$ cat src/rtl/regfile_arbiter.sv
// regfile_arbiter: shares the register file rd port between the control unit
// (default owner) and a debug access port. Debug is granted when the CPU
// leaves the port idle, or after a bounded wait that forces a two-cycle
// CPU stall. Grant decisions, stall and ack are registered (Moore FSM).
module regfile_arbiter #(
    parameter int DATA_WIDTH   = 8,
    parameter int R_ADDR_WIDTH = 5,
    parameter int MAX_WAIT     = 4
) (
    input  logic                    clk,
    input  logic                    reset,
    input  logic                    cpu_req,
    input  logic                    cpu_we,
    input  logic [R_ADDR_WIDTH-1:0] cpu_addr,
    input  logic [DATA_WIDTH-1:0]   cpu_wdata,
    output logic [DATA_WIDTH-1:0]   cpu_rdata,
    output logic                    cpu_stall,
    input  logic                    dbg_req,
    input  logic                    dbg_we,
    input  logic [R_ADDR_WIDTH-1:0] dbg_addr,
    input  logic [DATA_WIDTH-1:0]   dbg_wdata,
    output logic                    dbg_ack,
    output logic [DATA_WIDTH-1:0]   dbg_rdata,
    output logic [R_ADDR_WIDTH-1:0] sram_addr,
    output logic [DATA_WIDTH-1:0]   sram_wdata,
    input  logic [DATA_WIDTH-1:0]   sram_rdata,
    output logic                    sram_cs,
    output logic                    sram_we,
    output logic                    sram_oe
);

    // Counter wide enough to hold MAX_WAIT; at least one bit when MAX_WAIT = 0.
    localparam int WCW = (MAX_WAIT < 1) ? 1 : $clog2(MAX_WAIT + 1);

    typedef enum logic [1:0] {
        IDLE     = 2'd0,
        DBG_ADDR = 2'd1,
        DBG_DATA = 2'd2,
        DBG_ACK  = 2'd3
    } state_t;

    state_t             state_r;
    logic [WCW-1:0]     wait_cnt_r;
    logic               cpu_stall_r;
    logic               dbg_ack_r;
    logic [DATA_WIDTH-1:0] dbg_rdata_r;
    logic               grant_s;

    assign cpu_rdata = sram_rdata;
    assign cpu_stall = cpu_stall_r;
    assign dbg_ack   = dbg_ack_r;
    assign dbg_rdata = dbg_rdata_r;

    // Debug wins in IDLE when the CPU is idle or the wait budget is exhausted.
    always_comb begin
        grant_s = 1'b0;
        if ((state_r == IDLE) && dbg_req && (!cpu_req || (wait_cnt_r == WCW'(MAX_WAIT)))) begin
            grant_s = 1'b1;
        end else begin
            grant_s = 1'b0;
        end
    end

    // Port mux: debug drives the SRAM in DBG_ADDR/DBG_DATA, CPU otherwise.
    always_comb begin
        sram_addr  = cpu_addr;
        sram_wdata = cpu_wdata;
        sram_cs    = cpu_req;
        sram_we    = cpu_req & cpu_we;
        sram_oe    = cpu_req & ~cpu_we;
        case (state_r)
            DBG_ADDR: begin
                sram_addr  = dbg_addr;
                sram_wdata = dbg_wdata;
                sram_cs    = 1'b1;
                sram_we    = dbg_we;
                sram_oe    = ~dbg_we;
            end
            DBG_DATA: begin
                // Keep address and oe so read data stays valid for capture.
                sram_addr  = dbg_addr;
                sram_wdata = dbg_wdata;
                sram_cs    = 1'b1;
                sram_we    = 1'b0;
                sram_oe    = ~dbg_we;
            end
            default: begin
                sram_addr  = cpu_addr;
                sram_wdata = cpu_wdata;
                sram_cs    = cpu_req;
                sram_we    = cpu_req & cpu_we;
                sram_oe    = cpu_req & ~cpu_we;
            end
        endcase
    end

    // Arbitration FSM with registered stall/ack and debug read-data capture.
    always_ff @(posedge clk or posedge reset) begin
        if (reset) begin
            state_r     <= IDLE;
            cpu_stall_r <= 1'b0;
            dbg_ack_r   <= 1'b0;
            dbg_rdata_r <= {DATA_WIDTH{1'b0}};
        end else begin
            case (state_r)
                IDLE: begin
                    if (grant_s) begin
                        state_r     <= DBG_ADDR;
                        cpu_stall_r <= 1'b1;
                    end else begin
                        state_r     <= IDLE;
                        cpu_stall_r <= 1'b0;
                    end
                    dbg_ack_r <= 1'b0;
                end
                DBG_ADDR: begin
                    state_r     <= DBG_DATA;
                    cpu_stall_r <= 1'b1;
                    dbg_ack_r   <= 1'b0;
                end
                DBG_DATA: begin
                    state_r     <= DBG_ACK;
                    cpu_stall_r <= 1'b0;
                    dbg_ack_r   <= 1'b1;
                    if (!dbg_we) begin
                        dbg_rdata_r <= sram_rdata;
                    end else begin
                        dbg_rdata_r <= dbg_rdata_r;
                    end
                end
                DBG_ACK: begin
                    // No grant here: the requester drops dbg_req during ack.
                    state_r     <= IDLE;
                    cpu_stall_r <= 1'b0;
                    dbg_ack_r   <= 1'b0;
                end
                default: begin
                    state_r     <= IDLE;
                    cpu_stall_r <= 1'b0;
                    dbg_ack_r   <= 1'b0;
                end
            endcase
        end
    end

    // Bounded-wait counter: counts CPU-blocked cycles of a pending debug request.
    always_ff @(posedge clk or posedge reset) begin
        if (reset) begin
            wait_cnt_r <= {WCW{1'b0}};
        end else if (grant_s || !dbg_req) begin
            wait_cnt_r <= {WCW{1'b0}};
        end else if ((state_r == IDLE) && cpu_req && (wait_cnt_r != WCW'(MAX_WAIT))) begin
            wait_cnt_r <= wait_cnt_r + WCW'(1);
        end else begin
            wait_cnt_r <= wait_cnt_r;
        end
    end

endmodule

$ cat config.mk
export PLATFORM = sky130hd
export DESIGN_NAME = regfile_arbiter
export DESIGN_NICKNAME = d
export VERILOG_FILES = /design/src/rtl/regfile_arbiter.sv
export SDC_FILE = /design/constraint.sdc
export NUM_CORES = 1
export LEC_CHECK = 0
export BUFFER_PORTS_ARGS = -buffer_cell sky130_fd_sc_hd__buf_4
export CORE_MARGIN = 5
export CORE_UTILIZATION = 35
export DETAILED_ROUTE_END_ITERATION = 10
export HOLD_SLACK_MARGIN = 0.05
export PLACE_DENSITY = 0.78
export SLEW_MARGIN = 20
export SYNTH_ARGS = -nofsm -noshare
export SYNTH_HDL_FRONTEND = slang
export SYNTH_SLANG_ARGS = --single-unit
$ cat constraint.sdc
create_clock -name clk -period 1.85 [get_ports clk]
set_clock_uncertainty 0.15 [all_clocks]
set_input_delay 0.0925 -clock clk [delete_from_list [all_inputs] [get_ports clk]]
set_output_delay 0.0925 -clock clk [all_outputs]
set_load 0.05 [all_outputs]
==> results.md <==
- Status: finished with violations
- Failing checks: negative setup slack
- Worst slew pin tran: between 500 and 600 ps
- Mapped Nets: 127
- Startpoint types: flop
- Syn Std Cell Area: 970 sq um
- Post-route DRC: 0
- Post-synth EDFFs: 0
- Die width: between 60 and 70 um
- PnR Total Power: roughly 0.0039 W
- Initial antenna violation count: 0
- Vias in the first global route: 1067
- Max Root-Sink Buffers: 2
- Critical Path Sink Type: output port
- Met2 Track Usage GR: about a quarter
- F_max: 0.524 GHz
- Cell count after synthesis: 81
- Initial DRC Count: 14
- Pre-CTS WS: roughly 170 ps
- Vias per cell: about 4.7
- Core area: 2710 sq um
- IR drop worst, VDD: 1.70 mV
- Synth Register Bits: 15
- Met1 usage: 15.0%
- Placed cells: 176
- Global route total overflow: 0
- Sequential element share of the synthesized area: roughly two fifths
- Routability cong.: 0.709
- Final period demand of the worst path: 1910 ps
- Via count: 934
- Max Cap Viol: 0
- Pin count of the biggest net entering global routing: 16
- H-tree depth: 1
- Top cells by count, synth: dfrtp_1 (15), mux2_2 (15), buf_4 (8), inv_1 (8)
- Synthesized area per cell: 12.0 sq um
- Register area: 375 sq um
- Hold Slack: between 90 and 100 ps
- TritonCTS clock tree: yes
- GRT Max-Usage Layer: met2
- R2R setup slack: 170 ps
- CTS Buf Count: 3
- Synth cell types: 19
- Non-Filler Instances: 198
- Detail Route Antenna Nets: 0
- RSZ-0062 raised after global routing: true
- Path depth of the worst reg2reg path: 6
- Most common flop cell mapped by yosys: dfrtp_1
- Critical R2R Capture: dbg_rdata[5]
- Rows: 19
- Average wire per standard cell: 15.1 um
- M3 GR Usage: 9.53%
- Worst min-delay path class: in2reg
- Hold Crit Start: dbg_we
- Final nets: 214
- Worst rel slew slack: 63.5%
- Total die area: 3920 sq um
- Critical path class: reg2out
- Port Buffers: 73
- PnR worst setup slack: -56.8 ps
- Reg2reg start: state_r[0]
- GRT Resource Usage Total: 14.6%
- Hold path depth: 3
- Area Growth Syn to Fin: 91.2%
- Slew Limit Fails: 0
- Clock root cell: clkbuf_4
- Initial Util: between 30% and 40%
- Worst EP required: 1610 ps
- First drt pass iteration count: 4
- HPWL Detailed: 2.13 mm
- Final Setup Violations: 14
- FFs w/ async S/R, synth: 100%
- Proportion of layout cells with a drive suffix above 1: 67.7%
- DRT Wirelength: 2.98 mm
- Antenna diode count: 0
- CP Max Fanout: 4
- Final hold violations: 0
- Largest cells by area after synthesis: dfrtp_1 (39%), mux2_2 (17%), mux2_4 (9.3%)
- Ports: 74
- Worst-skew pair later-pin latency: roughly 280 ps
- Post-synth top area share: 38.7%
- Yosys top cell by area: dfrtp_1
- Worst path arrival time: 1660 ps
- CTS sink cnt: 15
- Lkg Pwr: 0.939 nW
- First-pass GRT wire length: 4.75 mm
- Number of fill cells: 194
- Clk pin slew, worst setup/hold paths: 90 ps
- Worst Hold End: dbg_rdata[2]
- Final worst path period share: 103%
- PwrDens: roughly 2100 nW/um^2
- Die Ht: roughly 63 um
- Multi-input logic area: 522 sq um
- YS warnings: 0
[critical path: stages, from the launching register on]
cell	delay, ps
dfrtp_1	370
inv_2	70
ha_4	320
clkbuf_16	160
mux2_4	310
buf_8	150
[registers in the layout, indices dropped and copies added (netlist names)]
signal / cells
cpu_stall: 1
dbg_ack: 1
dbg_rdata: 8
state_r: 2
wait_cnt_r: 3
[area by class of cell]
type | count | area share (%)
Inverter | 8 | 1.62
Sequential cell | 15 | 20.2
Multi-Input combinational cell | 48 | 28.1
Clock buffer | 4 | 1.42
Tap cell | 31 | 2.09
Timing Repair Buffer | 92 | 46.5
[layer usage]
metal  vias up  share of wire (%)
met5         -                  0
met4         0                  0
met3         0                 18
met2        74                 45
met1       418                 37
li1        442                  -
[worst max-delay path by stage]
stage,from,end,slack [ps]
floorplan,state_r[0],sram_we,-90
global placement,state_r[0],sram_wdata[0],210
detailed placement,state_r[0],sram_addr[0],170
CTS,state_r[1],sram_addr[0],-50
global route,state_r[0],sram_addr[2],-120
finish,state_r[0],sram_wdata[0],-60
[per-stage QoR]
stage               cell area (sq um)  utilization [%]  TNS (ps)
finish                           1850             68.4      -500
floorplan                         973                -     -92.9
global route                     1850             68.4     -1410
detailed placement               1490             54.9         0
global placement                 1490             54.9         0
CTS                              1740             64.1      -340
[placed cells by master (no fill, tap or decap), types with 2 or more instances in the layout]
cell / instances
mux2_4: 13
o21ai_0: 3
ha_1: 5
mux2_2: 8
dlygate4sd3_1: 11
nand3_1: 3
dfrtp_1: 15
buf_8: 9
buf_4: 62
buf_6: 7
nand2_1: 3
inv_1: 6
nand4b_1: 2
clkbuf_4: 3
a21boi_1: 3
inv_2: 2
[cells by family after synthesis]
logic type | count (synthesis) | share of synthesized area, %
flip-flops | 15 | 38.7
buffers and inverters | 18 | 12.5
AND/OR/NAND/NOR | 12 | 7.74
adder cells (fa/ha/maj) | 6 | 7.74
multiplexers | 22 | 27.7
AO/OA/AOI/OAI | 8 | 5.55
[report_power, final]
| part | switching (W) | internal, W | leakage (nW) |
|---|---|---|---|
| Clock | 0.000100 | 0.0000836 | 0.0150 |
| Combinational | 0.00172 | 0.00144 | 0.738 |
| Sequential | 0.0000656 | 0.000465 | 0.186 |
| Total | 0.00189 | 0.00199 | 0.939 |
[what timing repair did]
item | in CTS | in global routing
hold endpoints to repair | 28 | 0
hold buffers | 11 | 0
pin swaps | 1 | 1
setup endpoints to repair | 16 | 16
gates cloned | 1 | 1
gates resized for setup | 19 | 19
buffers inserted | 2 | 3
(Power assumes the default switching activity.)
